`config.mk`:
```
export PLATFORM = sky130hd
export DESIGN_NAME = uart_block_cipher_ctrl
export DESIGN_NICKNAME = d
export VERILOG_FILES = /design/src/rtl/uart_block_cipher_ctrl.sv
export SDC_FILE = /design/constraint.sdc
export NUM_CORES = 1
export LEC_CHECK = 0
export CORE_ASPECT_RATIO = 0.6
export CORE_UTILIZATION = 30
export DETAILED_ROUTE_END_ITERATION = 10
export DONT_BUFFER_PORTS = 1
export GPL_TIMING_DRIVEN = 0
export SLEW_MARGIN = 5
export SYNTH_ARGS = -nofsm -noshare
export SYNTH_HDL_FRONTEND = slang
export SYNTH_SLANG_ARGS = --single-unit
```
`constraint.sdc`:
```
create_clock -name i_clk_100MHz -period 2.7 [get_ports i_clk_100MHz]
set_input_delay 0.54 -clock i_clk_100MHz [delete_from_list [all_inputs] [get_ports i_clk_100MHz]]
set_output_delay 0.54 -clock i_clk_100MHz [all_outputs]
set_load 0.01 [all_outputs]
```
`src/rtl/uart_block_cipher_ctrl.sv`:
```
// UART RX bytes -> cipher block -> UART TX bytes.
// Full blocks issue automatically; a flush pads and issues a partial block.
module uart_block_cipher_ctrl #(
  parameter int         BLOCK_BYTES = 8,
  parameter logic [7:0] PAD_BYTE    = 8'h00,
  parameter int         CNT_W       = 16
) (
  input  logic                     i_clk_100MHz,
  input  logic                     i_reset,
  input  logic [7:0]               i_rx_data,
  input  logic                     i_rx_empty,
  output logic                     o_rx_rd,
  output logic [7:0]               o_tx_data,
  input  logic                     i_tx_full,
  output logic                     o_tx_wr,
  input  logic                     i_flush,
  input  logic                     i_mode_in,
  output logic                     o_core_mode,
  output logic [8*BLOCK_BYTES-1:0] o_core_in,
  output logic                     o_core_start,
  input  logic                     i_core_done,
  input  logic [8*BLOCK_BYTES-1:0] i_core_out,
  output logic                     o_busy,
  output logic [CNT_W-1:0]         o_blocks_done
);

  localparam int BLOCK_W = 8 * BLOCK_BYTES;
  localparam int CW      = $clog2(BLOCK_BYTES + 1);
  localparam int KW      = $clog2(BLOCK_BYTES);

  typedef enum logic [1:0] {
    S_FILL,
    S_ISSUE,
    S_WAIT,
    S_DRAIN
  } state_t;

  state_t             r_state;
  state_t             w_next;
  logic [CW-1:0]      r_count;
  logic [KW-1:0]      r_k;
  logic [BLOCK_W-1:0] r_block;
  logic [BLOCK_W-1:0] r_shift;
  logic               r_flush_pend;
  logic               r_mode;
  logic [CNT_W-1:0]   r_blocks;

  logic w_pop;
  logic w_pad;
  logic w_clr_pend;
  logic w_capture;
  logic w_wr;
  logic w_tx_last;

  always_ff @(posedge i_clk_100MHz) begin
    if (i_reset) r_state <= S_FILL;
    else         r_state <= w_next;
  end

  always_comb begin
    w_next       = r_state;
    w_pop        = 1'b0;
    w_pad        = 1'b0;
    w_clr_pend   = 1'b0;
    w_capture    = 1'b0;
    w_wr         = 1'b0;
    w_tx_last    = 1'b0;
    o_core_start = 1'b0;
    unique case (r_state)
      S_FILL: begin
        if (r_flush_pend && (r_count != '0)) begin
          w_pad      = 1'b1;
          w_clr_pend = 1'b1;
          w_next     = S_ISSUE;
        end else begin
          w_pop = !i_rx_empty;
          if (w_pop && (r_count == CW'(BLOCK_BYTES - 1)))
            w_next = S_ISSUE;
          // pending flush with nothing buffered and nothing arriving
          if (r_flush_pend && i_rx_empty)
            w_clr_pend = 1'b1;
        end
      end
      S_ISSUE: begin
        o_core_start = 1'b1;
        if (i_core_done) begin
          w_capture = 1'b1;
          w_next    = S_DRAIN;
        end else begin
          w_next = S_WAIT;
        end
      end
      S_WAIT: begin
        if (i_core_done) begin
          w_capture = 1'b1;
          w_next    = S_DRAIN;
        end
      end
      S_DRAIN: begin
        w_wr = !i_tx_full;
        if (w_wr && (r_k == KW'(BLOCK_BYTES - 1))) begin
          w_tx_last = 1'b1;
          w_next    = S_FILL;
        end
      end
      default: w_next = S_FILL;
    endcase
  end

  always_ff @(posedge i_clk_100MHz) begin
    if (i_reset) begin
      r_count      <= '0;
      r_k          <= '0;
      r_block      <= '0;
      r_shift      <= '0;
      r_flush_pend <= 1'b0;
      r_mode       <= 1'b0;
      r_blocks     <= '0;
    end else begin
      if (i_flush)         r_flush_pend <= 1'b1;
      else if (w_clr_pend) r_flush_pend <= 1'b0;

      for (int i = 0; i < BLOCK_BYTES; i++) begin
        if (w_pop && (r_count == CW'(i)))
          r_block[BLOCK_W-1-8*i -: 8] <= i_rx_data;
        else if (w_pad && (CW'(i) >= r_count))
          r_block[BLOCK_W-1-8*i -: 8] <= PAD_BYTE;
      end

      if (w_pop) r_count <= r_count + CW'(1);

      if (r_state == S_ISSUE) r_mode <= i_mode_in;

      if (w_capture) begin
        r_shift <= i_core_out;
        r_k     <= '0;
      end else if (w_wr) begin
        r_shift <= {r_shift[BLOCK_W-9:0], 8'h00};
        r_k     <= r_k + KW'(1);
      end

      if (w_tx_last) begin
        r_k      <= '0;
        r_count  <= '0;
        r_blocks <= r_blocks + CNT_W'(1);
      end
    end
  end

  // the core sees the live mode during the start cycle, then the latched one
  assign o_core_mode   = (r_state == S_ISSUE) ? i_mode_in : r_mode;
  assign o_core_in     = r_block;
  assign o_rx_rd       = w_pop;
  assign o_tx_wr       = w_wr;
  assign o_tx_data     = r_shift[BLOCK_W-1 -: 8];
  assign o_busy        = (r_state != S_FILL);
  assign o_blocks_done = r_blocks;

endmodule
```
* After elaboration in Yosys (flattened, before gate mapping)
Cells that the tools add are included.
Storage, ports and cells: flip-flop bits (word level) 155, output and inout port bits 93, logic and storage cells 120
Cells by class: $add $sub $neg 3, magnitude comparators 8, equal/unequal tests 14, mux-type cells 40, reduce and logical (&&, ||, !) cells 40
Operators by type and width (number):
- two-way mux 64 bit | 2
- two-way mux 8 bit | 16
- nonzero test 2 bit | 11
- logical AND 1 bit | 20
- two-way mux 1 bit | 17
- adder 16 x 1 -> 16 bit, second input constant | 1
- equality test 4 x 3 -> 1 bit, second input constant | 4
- greater-or-equal comparator 3 x 4 -> 1 bit, first input constant | 4
- equality test 4 x 2 -> 1 bit, second input constant | 2
- greater-or-equal comparator 1 x 4 -> 1 bit, first input constant | 2
- greater-or-equal comparator 2 x 4 -> 1 bit, first input constant | 2
- two-way mux 2 bit | 4
- case mux 2 bit (4 select lines) | 1
- adder 4 x 1 -> 4 bit, second input constant | 1
- equality test 2 bit, second input constant | 2
- equality test 4 x 1 -> 1 bit, second input constant | 1
- zero test 4 bit | 1
- inequality test 2 bit, second input constant | 2
- nonzero test 4 bit | 1
- OR reduction 2 bit | 2
- adder 3 x 1 -> 3 bit, second input constant | 1
- equality test 3 bit, second input constant | 1
- inequality test 3 bit, second input constant | 1
- AND reduction 3 bit | 1
- 4 further kinds | 5

* Depth between registers and ports, before layout
Gate-level depths: netlist of the first run.
depth after elaboration 7, depth in mapped cells 8, gate-level depth less buffers 6

* Least setup slack after synthesis of the first run
OpenSTA, ideal clock, no wires.
kind reg2out, start point register r_count[0], end point output port o_rx_rd, arrival time 1.427 ns, data required time 2.160 ns, setup slack 0.733 ns, stages on the path, launching flop included 6, buffers on the path 0, path through dfxtp_1 > inv_1 > ha_1 > nor3b_2 > o21ai_2 > inv_1
Between the ends: cells in the longest elaborated chain, start to end 4
RTL lines:
- from (decl) | line 40 | logic [CW-1:0] r_count;
- from (signal assigned) | line 130 | if (w_pop) r_count <= r_count + CW'(1);
- nonzero test 4 bit | line 71 | if (r_flush_pend && (r_count != '0)) begin
- logical AND 1 bit | line 71
- two-way mux 1 bit | line 71
- two-way mux 1 bit | line 69 | unique case (r_state)
- to (decl) | line 12 | output logic o_rx_rd,
Every way passes these cells.

* Final worst setup path of the first run
Ends and elaborated chain as after synthesis.

==> results of run 1 <==
==> per-stage QoR <==
step           hold WS (ns)  cell area, µm²  setup WS, ns
3_5_place_dp          0.471            6930         0.126
3_3_place_gp          0.468            6930         0.181
5_1_grt               0.230            7610        0.0307
4_1_cts               0.200            7560        0.0212
2_1_floorplan         0.455            6580         0.733
6_report              0.223            7610         0.162
==> power by group <==
| part | internal (mW) | switching [mW] | leakage, nW |
|---|---|---|---|
| Sequential | 2.63 | 0.250 | 1.26 |
| Clock | 1.51 | 1.04 | 0.288 |
| Combinational | 0.570 | 1.07 | 1.03 |
==> state kept, by name (all words and copies together) (netlist names) <==
name,flops
r_k,3
r_state,2
o_blocks_done,16
o_core_in,64
r_flush_pend,1
r_count,4
r_mode,1
r_shift,64
==> kinds of logic (layout without fill, tap and decap cells) <==
group / Yosys count / in the layout / synth area share
xor gates and xnor gates: 12 / 12 / 0.0160
DFF: 155 / 155 / 0.471
and+or+nand+nor: 312 / 312 / 0.209
muxes: 4 / 4 / 0.00627
AOI/OAI and AO/OA: 184 / 184 / 0.221
adders and majority gates: 11 / 11 / 0.0209
buffers and inverters: 86 / 122 / 0.0559
==> per-layer routing <==
| layer | GRT usage | wire [µm] | vias to the layer above |
|---|---|---|---|
| met5 | 0 | 0 | - |
| met4 | 0.0453 | 184 | 0 |
| met3 | 0.0731 | 1840 | 16 |
| met2 | 0.236 | 7820 | 191 |
| met1 | 0.300 | 11700 | 2790 |
| li1 | - | - | 2771 |
==> cell type report <==
type | count | area [µm²] | share of cell area
Multi-Input combinational cell | 523 | 3130 | 0.412
Sequential cell | 155 | 3100 | 0.408
Clock buffer | 19 | 453 | 0.0595
Tap cell | 279 | 349 | 0.0459
Buffer | 71 | 313 | 0.0411
Clock inverter | 13 | 168 | 0.0220
Inverter | 15 | 56.3 | 0.00740
Timing Repair Buffer | 4 | 30.0 | 0.00395
==> how the worst max path moves through the flow <==
| stage | from | to | slack [ns] | depth (start not counted) |
|---|---|---|---|---|
| floorplan | r_count[0]$_SDFFE_PP0N_ | o_rx_rd | 0.73 | 5 |
| global placement | i_reset | r_shift[6]$_SDFFE_PP0P_ | 0.18 | 4 |
| detailed placement | i_reset | r_shift[7]$_SDFFE_PP0P_ | 0.13 | 4 |
| CTS | r_count[0]$_SDFFE_PP0N_ | o_rx_rd | 0.02 | 5 |
| global route | r_count[0]$_SDFFE_PP0N_ | o_rx_rd | 0.03 | 5 |
| finish | r_count[0]$_SDFFE_PP0N_ | o_rx_rd | 0.16 | 5 |
==> critical path, delay by kind of cell, from the launching register on <==
kind            cells  cell delay (ns)
compound gates      1             0.24
fa+ha+maj           1             0.31
buf+inv             2             0.32
flops               1             0.49
simple gates        1             0.21
==> layout by cell type (no fill, tap or decap), types with 7 or more instances in the layout <==
cell / synthesis / layout
o21ai_0: 14 / 14
nand3_1: 16 / 16
buf_4: 8 / 12
dfxtp_1: 155 / 155
a32oi_1: 16 / 16
nor2_1: 94 / 94
clkbuf_16: 0 / 17
nand2b_1: 7 / 7
ha_1: 11 / 11
a22o_1: 25 / 25
a22oi_1: 16 / 16
o31ai_1: 11 / 11
a311oi_1: 56 / 56
nand2_1: 154 / 154
clkbuf_1: 51 / 50
a21oi_1: 27 / 27
xnor2_1: 7 / 7
inv_1: 14 / 14
==> timing repair <==
action,CTS,global route
setup buffers,0,4
gates resized for setup,1,4
endpoints found under the setup margin,1,2
pin swaps,0,1
==> summary.txt, run 1 <==
Finish
  – Fraction of final layout cells sized beyond drive strength 1: 0.0813
  – Diode count: 0
  – Layout overhead on the synthesized area: 15.5%
  – Filler cells: 2188
  – Final std cells w/o fill: 1079
  – Layout Nets: 877
  – Final core utilization: 0.358

Timing
  – RSZ-0062 raised after global routing: false
  – Slew headroom: 0.452
  – Final setup TNS: 0 ns
  – Tcrit/Tclk final: 0.940
  – Final setup viols: 0
  – Worst Max-Slew Pin Slew: 0.823 ns
  – Highest Clock Rate: 0.394 GHz
  – Crit path time final: 2.54 ns
  – Max-slew violation count: 0
  – Final hold vios: 0
  – Clock Skews: 0.0101 ns

Status
  – Failing checks: DRC
  – Outcome: finished, violations left

Min path
  – Hold Path Origin: i_flush
  – Hold EP: r_flush_pend$_SDFFE_PP0P_
  – Hold depth: 2
  – HP Class: input pin to flip-flop

Critical path
  – WS Path Type: flip-flop to output port
  – WP data arrival: 2.00 ns
  – RR Startpoint: r_count[0]$_SDFFE_PP0N_
  – R2r worst-path depth: 7
  – Cell chain of the critical path: inv_1, ha_1, nor3b_4, o21ai_4, inv_1
  – Critical path's slowest cell: dfxtp_1
  – Worst R2R End: o_core_in[40]$_SDFFE_PP0P_
  – CP peak stage delay: 0.49 ns
  – CP max FO: 8
  – R2R setup slack: 0.28 ns
  – Worst setup EP type: output port
  – Critical path startpoint category: flip-flop
  – Req. time, crit path: 2.16 ns
  – Most used cell, CP: inv_1

Routing
  – First-pass iteration count of the detailed router: 8
  – WL per Instance: 20.0 µm
  – # DRC: 12
  – Via count: 5768
  – Final ANT Viol Nets: 0
  – Initial DRC count: 415
  – Total wire length: 21600 µm
  – Via density: 5.35

Yosys
  – FFs w/ async S/R, synth: 0
  – Synth area leaders: dfxtp_1, nand2_1, a311oi_1
  – Cells after synthesis: 764
  – Area leader, netlist: dfxtp_1
  – Seq/Total Area, Yosys: 0.471
  – Netlist cell types: 59
  – Post-Syn Nets: 854
  – Post-synth EDFFs: 0
  – Most numerous cell in the Yosys netlist: dfxtp_1
  – Ys flop type: dfxtp_1
  – Yosys top cell area share: 0.471
  – Mapped cell area: 6580 µm²
  – Yosys warning count: 0
  – Syn_area_per_cell: 8.62 µm²
  – Synth top cells by count: dfxtp_1, nand2_1, nor2_1
  – Yosys reg bits: 155

Placement
  – Placed Cells: 1043
  – Post-detail-place hpwl: 16000 µm
  – Gpl congestion: 0.874
  – Port bufs: 0

CTS
  – TritonCTS clock tree: yes
  – Max clock buf depth: 2
  – Clock latency on the worst-skew pair: 0.44 ns
  – H-Tree Depth: 4
  – Root Buffer: clkbuf_16
  – Clk sinks: 155
  – Num CTS Buffers: 17
  – Reg clk slew, reported paths: 0.07 ns
  – # hold bufs at CTS: 0

Power
  – Maximum VDD drop: 0.000450 V
  – Total power: 7.06 mW
  – Leak: 2.58 nW
  – Cell Pwr Density: 929 nW/µm²

Floorplan
  – Initial Util: 0.310
  – Core box area: 21200 µm²
  – Die ar.: 22600 µm²
  – Num rows: 41
  – Chip width: 193 µm
  – Die Ht: 117 µm
  – Io pins: 172

Global route
  – Largest net degree at the start of global routing: 17
  – First-pass GRT wire length: 32600 µm
  – GRT Total Usage: 0.193
  – Initial antenna violation count: 0
  – Vias in the first global route: 5334
  – Grt ovf: 0

Flow run
  – Max-Cap Viols: 0
No activity file was read; power rests on OpenSTA's default activity.
==> inputs of run 2 (changes only) <==
Settings changed: CELL_PAD_IN_SITES_DETAIL_PLACEMENT set to 1, CELL_PAD_IN_SITES_GLOBAL_PLACEMENT set to 1, PLACE_DENSITY_LB_ADDON set to 0.1.
==> run 2 against run 1 <==
Net effect:
- worst hold slack improved by 0.0083 ns
- sequential cell count did not move
- highest routed layer unchanged
- clock-buffer cell count did not move
- register-to-register slack got worse by 0.08 ns
- via count rose by 1.5%
- fmax fell by 0.64%
- clock skew barely moved
- the run still ends with DRC left
- critical path type unchanged
- combinational power barely moved
- routed wire length rose by 8.9%
==> summary.txt, run 2 (synthesis results as in run 1) <==
CTS
  – TritonCTS clock tree: yes (unchanged)
  – Clock latency on the worst-skew pair: 0.43 ns (was 0.44 ns)
  – Num CTS Buffers: 17 (unchanged)
  – H-Tree Depth: 4 (unchanged)
  – Reg clk slew, reported paths: 0.06 ns (was 0.07 ns)
  – Max clock buf depth: 2 (unchanged)
  – Clk sinks: 155 (unchanged)
  – Root Buffer: clkbuf_16 (unchanged)

Floorplan
  – Num rows: 41 (unchanged)
  – Chip width: 193 µm (unchanged)
  – Initial Util: 0.310 (unchanged)
  – Core box area: 21200 µm² (unchanged)
  – Die Ht: 117 µm (unchanged)
  – Die ar.: 22600 µm² (unchanged)
  – Io pins: 172 (unchanged)

Critical path
  – CP peak stage delay: 0.40 ns (was 0.49 ns)
  – Critical path's slowest cell: dfxtp_1 (unchanged)
  – WP data arrival: 2.01 ns (was 2.00 ns)
  – Most used cell, CP: inv_1 (unchanged)
  – WS Path Type: flip-flop to output port (unchanged)
  – Req. time, crit path: 2.16 ns (about the same)
  – Buf/Inv on CP: 2 (unchanged)
  – RR Startpoint: r_state[0]$_SDFFE_PP0P_ (was r_count[0]$_SDFFE_PP0N_)
  – Critical path startpoint category: flip-flop (unchanged)
  – Critical Path Start: r_count[0]$_SDFFE_PP0N_ (unchanged)
  – Crit-path leading delay family: flip-flops (unchanged)
  – CP max FO: 8 (unchanged)
  – Worst setup EP type: output port (unchanged)
  – Cell chain of the critical path: inv_1, ha_1, nor3b_4, o21ai_4, inv_1 (unchanged)

Timing
  – Highest Clock Rate: 0.392 GHz (was 0.394 GHz)
  – Max-slew violation count: 0 (unchanged)
  – Final setup viols: 0 (unchanged)
  – Setup ws final: 0.146 ns (was 0.162 ns)
  – Slew headroom: 0.342 (was 0.452)
  – Clock Skews: 0.0102 ns (was 0.0101 ns)
  – Tcrit/Tclk final: 0.946 (was 0.940)
  – Final hold vios: 0 (unchanged)
  – Worst Max-Slew Pin Slew: 0.986 ns (was 0.823 ns)
  – Crit path time final: 2.55 ns (was 2.54 ns)

Finish
  – Final core utilization: 0.356 (was 0.358)
  – Layout Nets: 874 (was 877)
  – Most common cell after layout, fill and taps aside: dfxtp_1 (unchanged)
  – Register Area: 3100 µm² (unchanged)
  – Most frequent cells in the layout: dfxtp_1, nand2_1, nor2_1 (unchanged)
  – Diode count: 0 (unchanged)
  – Filler cells: 2521 (was 2188)
  – Multi-input gate area: 3150 µm² (was 3130 µm²)
  – Fraction of final layout cells sized beyond drive strength 1: 0.0766 (was 0.0813)
  – Layout overhead on the synthesized area: 15.0% (was 15.5%)

Placement
  – Worst slack at placement: 0.150 ns (was 0.126 ns)
  – Gpl congestion: 0.898 (was 0.874)
  – Port bufs: 0 (unchanged)
  – Post-detail-place hpwl: 17600 µm (was 16000 µm)

Global route
  – GRT Total Usage: 0.211 (was 0.193)
  – First-pass GRT wire length: 35900 µm (was 32600 µm)
  – Vias in the first global route: 5953 (was 5334)
  – Initial antenna violation count: 0 (unchanged)
  – Largest net degree at the start of global routing: 17 (unchanged)
  – Grt ovf: 0 (unchanged)

Routing
  – WL per Instance: 21.9 µm (was 20.0 µm)
  – Initial DRC count: 363 (was 415)
  – Via count: 5857 (was 5768)
  – Total wire length: 23500 µm (was 21600 µm)
  – Final ANT Viol Nets: 0 (unchanged)
  – # DRC: 9 (was 12)
  – First-pass iteration count of the detailed router: 8 (unchanged)
  – Via density: 5.45 (was 5.35)

Status
  – Failing checks: DRC (unchanged)
  – Outcome: finished, violations left (unchanged)

Min path
  – Hold Path Origin: i_flush (unchanged)
  – HP Class: input pin to flip-flop (unchanged)

Flow run
  – Max-Cap Viols: 0 (unchanged)

Power
  – Cell Pwr Density: 929 nW/µm² (about the same)
  – Leak: 2.56 nW (was 2.58 nW)
  – Maximum VDD drop: 0.000438 V (was 0.000450 V)
## run 2: cell types whose count changed in the layout (fill, tap and decap cells not counted), sizes merged
cell,previous run,this run
clkinv,4,5
clkinvlp,5,4
buf,24,21
inv,16,15
## run 2: report_power, final
group	internal (mW)	leakage, nW	switching (mW)
registers	2.63	1.26	0.258
logic	0.555	1.02	1.11
clock network	1.47	0.281	1.02
total	4.65	2.56	2.38
## run 2: worst reg2reg max path, stage by stage (launching register included)
cell and delay, ns:
dfxtp_1 0.34, inv_1 0.13, ha_1 0.21, clkbuf_1 0.37
nor3b_1 0.58, o21ai_1 0.37, a22oi_1 0.29, nor2_1 0.07
## run 2: final timing paths
path         slack [ns]  cells past startpoint                    endpoint
min reg2reg        0.48                      2     r_shift[8]$_SDFFE_PP0P_
min                0.23                      2   r_flush_pend$_SDFFE_PP0P_
max                0.15                      5                     o_rx_rd
max reg2reg        0.20                      7  o_core_in[36]$_SDFFE_PP0P_
## run 2: layout make-up
class | count | share of cell area
multi-input combinational | 523 | 0.416
sequential | 155 | 0.410
clock buffer | 19 | 0.0585
tap | 279 | 0.0461
buffer | 71 | 0.0413
clock inverter | 12 | 0.0197
inverter | 15 | 0.00744
timing repair buffer | 1 | 0.000992
## run 2: repair_timing
item / CTS / global route
gates resized for setup: 1 / 6
setup endpoints to repair: 1 / 18
hold buffers: 0 / 0
pin swaps: 1 / 0
buffers inserted: 1 / 0
## run 2: through the flow
| step | std cells | instance area, µm² | TNS (ns) | hold WS (ns) | power, mW |
|---|---|---|---|---|---|
| 5_1_grt | 1075 | 7570 | -0.0789 | 0.219 | 7.41 |
| 3_3_place_gp | 1043 | 6930 | 0 | 0.466 | 4.46 |
| 3_5_place_dp | 1043 | 6930 | 0 | 0.474 | 4.53 |
| 4_1_cts | 1075 | 7540 | 0 | 0.208 | 7.04 |
| 6_report | 1075 | 7570 | 0 | 0.231 | 7.03 |
| 2_1_floorplan | 764 | 6580 | 0 | 0.455 | 4.02 |
## run 2: per-layer routing
layer / GRT usage / routed length, µm
met2: 0.279 / 9180
met3: 0.0788 / 1840
met5: 0 / 0
met4: 0.0560 / 239
met1: 0.312 / 12200
==> RTL edit 1, RTL diff (flow settings as in run 1) <==
Set the parameter `CNT_W` to 32 (it was 16).
--- a/src/rtl/uart_block_cipher_ctrl.sv
+++ b/src/rtl/uart_block_cipher_ctrl.sv
@@ -5,3 +5,3 @@
   parameter logic [7:0] PAD_BYTE    = 8'h00,
-  parameter int         CNT_W       = 16
+  parameter int         CNT_W       = 32
 ) (
Ports: changed (resized o_blocks_done); port bits go from 172 to 188. The function was not compared with the original's and may differ.
==> RTL edit 1 against run 1 <==
Setup slack worse by 0.019 ns; die area up 7.5%; synthesized cell count increased by 3.5%; non-clock buffer count shrank 14; count of clock-buffer cells in the layout down 2; final area increased by 6.7%; cell count is 5.5% higher; area after synthesis increased by 7.6%; wire length decreased by 5.0%; total power shrank 5.0%; sequential cell count up 16; clock power grew 4%; critical path type unchanged.
==> RTL edit 1: results (changes against run 1) <==
| Metric | Value |
|---|---|
| Vias in the first global route | `5450 (was 5334)` |
| Tot GR Track Use | `16.9% (was 19.3%)` |
| Met1 Use GR | `24.9% (was 30.0%)` |
| Sw frac | `29.9% (was 33.4%)` |
| Distinct cells, synth | `53 (was 59)` |
| Critical Path AT | `2.02 ns (was 2.00 ns)` |
| Pwr dens | `827 nW/um^2 (was 929 nW/um^2)` |
| DR iter-0 viols | `333 (was 415)` |
| Worst Hold Launch | `i_rx_data[6] (was i_flush)` |
| Metal3 WL | `1890 microns (was 1840 microns)` |
| WL met2 | `7770 microns (was 7820 microns)` |
| Status | `finished, final reports clean (was finished, violations left)` |
| Ranking of synthesized cells by area | `dfxtp_1 (48%), nand2_1 (6.9%), a311oi_1 (6.9%) (was dfxtp_1 (47%), nand2_1 (8.8%), a311oi_1 (7.5%))` |
| FF-to-FF End | `o_core_in[16]$_SDFFE_PP0P_ (was o_core_in[40]$_SDFFE_PP0P_)` |
| First-pass GRT wire length | `31500 microns (was 32600 microns)` |
| Largest net degree at the start of global routing | `18 (was 17)` |
| Initial antenna violation count | `1 (was 0)` |
| Combinational share of power | `15.6% (was 23.2%)` |
| Total vias in the final route | `5826 (was 5768)` |
| Drt first pass iters | `5 (was 8)` |
| P_leak | `2.79 nW (was 2.58 nW)` |
| DP HPWL | `15400 microns (was 16000 microns)` |
| Clk pwr share | `39.3% (was 36.1%)` |
| Peak VDD IR | `0.414 mV (was 0.450 mV)` |
| Met3 Track Usage GR | `6.61% (was 7.31%)` |
| CP startpoint | `r_count[1]$_SDFFE_PP0N_ (was r_count[0]$_SDFFE_PP0N_)` |
| WHS Path Cells | `1 (was 2)` |
| GRT met2 Usage | `21.7% (was 23.6%)` |
| Wirelength per Cell | `18.0 microns (was 20.0 microns)` |
| Worst Hold End | `o_core_in[46]$_SDFFE_PP0P_ (was r_flush_pend$_SDFFE_PP0P_)` |
| CP Max Fanout | `7 (was 8)` |
| Slew margin rel. | `34.7% (was 45.2%)` |
| Syn_nets | `881 (was 854)` |
| Setup WS pre-CTS | `-0.112 ns (was 0.126 ns)` |
| Final net count | `900 (was 877)` |
RTL edit 1: cell count changes after synthesis, sizes merged, moves of 7 or more:
cell,run 1,this run
nor2b,4,13
dfxtp,155,171
a22o,25,48
nand2,154,131
xnor2,7,25
a32oi,16,0
nor2,94,120
mux2i,3,11
nor3,4,17
nand3,16,9
o31ai,11,1
clkbuf,51,36
a21oi,27,17
RTL edit 1: kinds of logic (layout without fill, tap and decap cells):
family / count (synthesis) / in the layout / share of synthesized area (%)
AND/OR/NAND/NOR: 334 / 334 / 21.9
flip-flops: 171 / 171 / 48.3
AO/OA/AOI/OAI: 158 / 158 / 17.7
buffers and inverters: 76 / 108 / 4.86
XOR/XNOR: 29 / 29 / 3.59
multiplexers: 12 / 12 / 1.71
adder cells (fa/ha/maj): 11 / 11 / 1.94
RTL edit 1: final cells by class:
class / count / area [sq um]
plain buffers: 61 / 288
clock inverters: 15 / 200
flip-flops and latches: 171 / 3420
clock buffers: 17 / 425
fillers: 2407 / 15000
multi-input cells: 544 / 3330
inverters: 15 / 56.3
well taps: 315 / 394
RTL edit 1: repair_timing:
item                                    4_1_cts  5_1_grt
setup buffers                                 0        0
hold endpoints to repair                      0        0
endpoints found under the setup margin        0        9
resized for setup                             0        1
RTL edit 1: metrics by stage:
stage	cells	cell area [sq um]	TNS, ns	hold slack (ns)
detailed placement	1106	7480	-2.04	0.471
floorplan	791	7080	0	0.455
global placement	1106	7480	-1.79	0.468
CTS	1138	8110	0	0.212
finish	1138	8120	0	0.244
global route	1138	8120	0	0.218
RTL edit 1: worst max-delay path, cell delays in order (launching register included):
cell      delay (ns)
dfxtp_1         0.39
inv_1           0.15
ha_1            0.25
or3b_1          0.43
a21boi_4        0.37
==> RTL edit 2, RTL diff (flow settings as in run 1) <==
Made on the original files. Reset style: asynchronous (`i_reset`), changed in 2 clocked blocks.
--- a/src/rtl/uart_block_cipher_ctrl.sv
+++ b/src/rtl/uart_block_cipher_ctrl.sv
@@ -54,3 +54,3 @@
 
-  always_ff @(posedge i_clk_100MHz) begin
+  always_ff @(posedge i_clk_100MHz or posedge i_reset) begin
     if (i_reset) r_state <= S_FILL;
@@ -109,3 +109,3 @@
 
-  always_ff @(posedge i_clk_100MHz) begin
+  always_ff @(posedge i_clk_100MHz or posedge i_reset) begin
     if (i_reset) begin
Check against the original RTL: differs if i_reset is asserted again (counterexample within 4 cycles, from zero or initial values and one cycle with i_reset high); with i_reset held inactive, the same outputs for 4 cycles.
==> RTL edit 2 against run 1 <==
Total power grew 23%; wire length shrank 15%; final area grew 2.2%; count of clock-buffer cells in the layout grew 3; clock power shrank 7%; sequential cell count is the same; setup slack lost 0.024 ns; area after synthesis grew 2.2%; non-clock buffer count shrank 27; critical endpoint unchanged.
==> RTL edit 2: results (changes against run 1) <==
| Metric | Value |
|---|---|
| Critical Path AT | `2.02 ns (was 2.00 ns)` |
| Hold Slack | `0.203 ns (was 0.223 ns)` |
| Wirelength per Cell | `20.5 microns (was 20.0 microns)` |
| M1 WL | `9960 microns (was 11700 microns)` |
| Dpl cells | `865 (was 1043)` |
| Worst R2R Setup Slack | `0.28 ns (about the same)` |
| Worst Hold End | `r_flush_pend$_DFFE_PP0P_ (was r_flush_pend$_SDFFE_PP0P_)` |
| Setup WS pre-CTS | `0.0222 ns (was 0.126 ns)` |
| Peak VDD IR | `0.412 mV (was 0.450 mV)` |
| Total vias in the final route | `4652 (was 5768)` |
| Crit-path max cell delay | `0.46 ns (was 0.49 ns)` |
| FF-to-FF End | `r_shift[8]$_DFFE_PP0P_ (was o_core_in[40]$_SDFFE_PP0P_)` |
| First-pass GRT wire length | `28300 microns (was 32600 microns)` |
| P_leak | `3.75 nW (was 2.58 nW)` |
| Worst-margin pin slew | `0.897 ns (was 0.823 ns)` |
| Drt first pass iters | `4 (was 8)` |
| Status | `finished, final reports clean (was finished, violations left)` |
| Reg-to-reg startpoint | `r_state[0]$_DFFE_PP0P_ (was r_count[0]$_SDFFE_PP0N_)` |
| Share of layout cells above drive strength 1 | `11.8% (was 8.13%)` |
| WL met2 | `6950 microns (was 7820 microns)` |
| Routability Congestion | `0.830 (was 0.874)` |
| CP Max Fanout | `5 (was 8)` |
| Register area share after synthesis | `57.7% (was 47.1%)` |
| Vias in the first global route | `4464 (was 5334)` |
| Final net count | `688 (was 877)` |
| Synth top cells by count | `dfrtp_1 (155), nand2_1 (69), a22o_1 (65) (was dfxtp_1 (155), nand2_1 (154), nor2_1 (94))` |
| Setup Skew | `0.00756 ns (was 0.0101 ns)` |
| Syn Inst Count | `575 (was 764)` |
| Metal3 WL | `1290 microns (was 1840 microns)` |
| Routed vias/inst | `5.18 (was 5.35)` |
| Distinct cells, synth | `47 (was 59)` |
| Crit-path slowest cell | `dfrtp_1 (was dfxtp_1)` |
| Largest net degree at the start of global routing | `38 (was 17)` |
| Post-DP Area | `7170 sq um (was 6930 sq um)` |
| Ranking of synthesized cells by area | `dfrtp_1 (58%), mux2i_1 (8.5%), a22o_1 (8.5%) (was dfxtp_1 (47%), nand2_1 (8.8%), a311oi_1 (7.5%))` |
RTL edit 2: changes by cell type after synthesis, moves of 40 or more:
cell      delta
dfrtp_1    +155
dfxtp_1    -155
nand2_1     -85
nor2_1      -79
a311oi_1    -56
mux2i_1     +54
o21ai_0     +41
a22o_1      +40
RTL edit 2: cell type report:
type	count	area (sq um)
Fill cell	2172	14200
Sequential cell	155	3880
Multi-Input combinational cell	365	2610
Clock buffer	22	464
Tap cell	286	358
Buffer	43	204
Clock inverter	10	116
Timing Repair Buffer	5	90.1
Inverter	12	48.8
RTL edit 2: kinds of logic (layout without fill, tap and decap cells):
| logic type | Yosys count | in the layout | synth area share, % |
|---|---|---|---|
| muxes | 67 | 67 | 10.2 |
| AOI/OAI and AO/OA | 143 | 143 | 14.9 |
| DFF | 155 | 155 | 57.7 |
| and+or+nand+nor | 128 | 128 | 9.47 |
| xor gates and xnor gates | 17 | 17 | 2.21 |
| adders and majority gates | 10 | 10 | 1.86 |
| buffers and inverters | 55 | 92 | 3.67 |
RTL edit 2: timing repair:
| action | in CTS | in global routing |
|---|---|---|
| gates resized for setup | 1 | 4 |
| hold buffers | 1 | 0 |
| setup endpoints to repair | 1 | 31 |
| pin swaps | 0 | 0 |
| hold endpoints to repair | 17 | 0 |
RTL edit 2: power by group through the flow:
stage               Combinational (W)  Sequential [W]  Clock [W]
floorplan                     0.00201         0.00351          0
global placement              0.00253         0.00371          0
detailed placement            0.00262         0.00372          0
CTS                           0.00264         0.00368    0.00246
global route                  0.00294         0.00378    0.00257
finish                        0.00262         0.00369    0.00238
RTL edit 2: worst register-to-register path, delay by kind of cell (launching register included):
| kind | cells | cell delay, ns |
|---|---|---|
| AOI/OAI and AO/OA | 1 | 0.18 |
| adders and majority gates | 1 | 0.30 |
| DFF | 1 | 0.40 |
| buffers and inverters | 4 | 1.25 |
| and+or+nand+nor | 1 | 0.14 |
RTL edit 2: worst max path at each step:
stage,startpoint,end,slack (ns),depth (start not counted)
detailed placement,r_state[0]$_DFFE_PP0P_,r_shift[62]$_DFFE_PP0P_,0.02,7
global placement,i_reset,o_blocks_done[7]$_DFFE_PP0P_,-0.81,1
finish,r_count[0]$_DFFE_PP0P_,o_rx_rd,0.14,4
global route,r_count[0]$_DFFE_PP0P_,o_rx_rd,0.03,4
CTS,r_count[0]$_DFFE_PP0P_,o_rx_rd,0.05,4
floorplan,i_reset,o_blocks_done[0]$_DFFE_PP0P_,0.20,1
RTL edit 2: per-layer routing:
layer	up-vias	global-route usage [%]
met5	-	0
met4	0	4.97
met3	15	5.73
met2	142	20.0
met1	2387	26.2
li1	2108	-
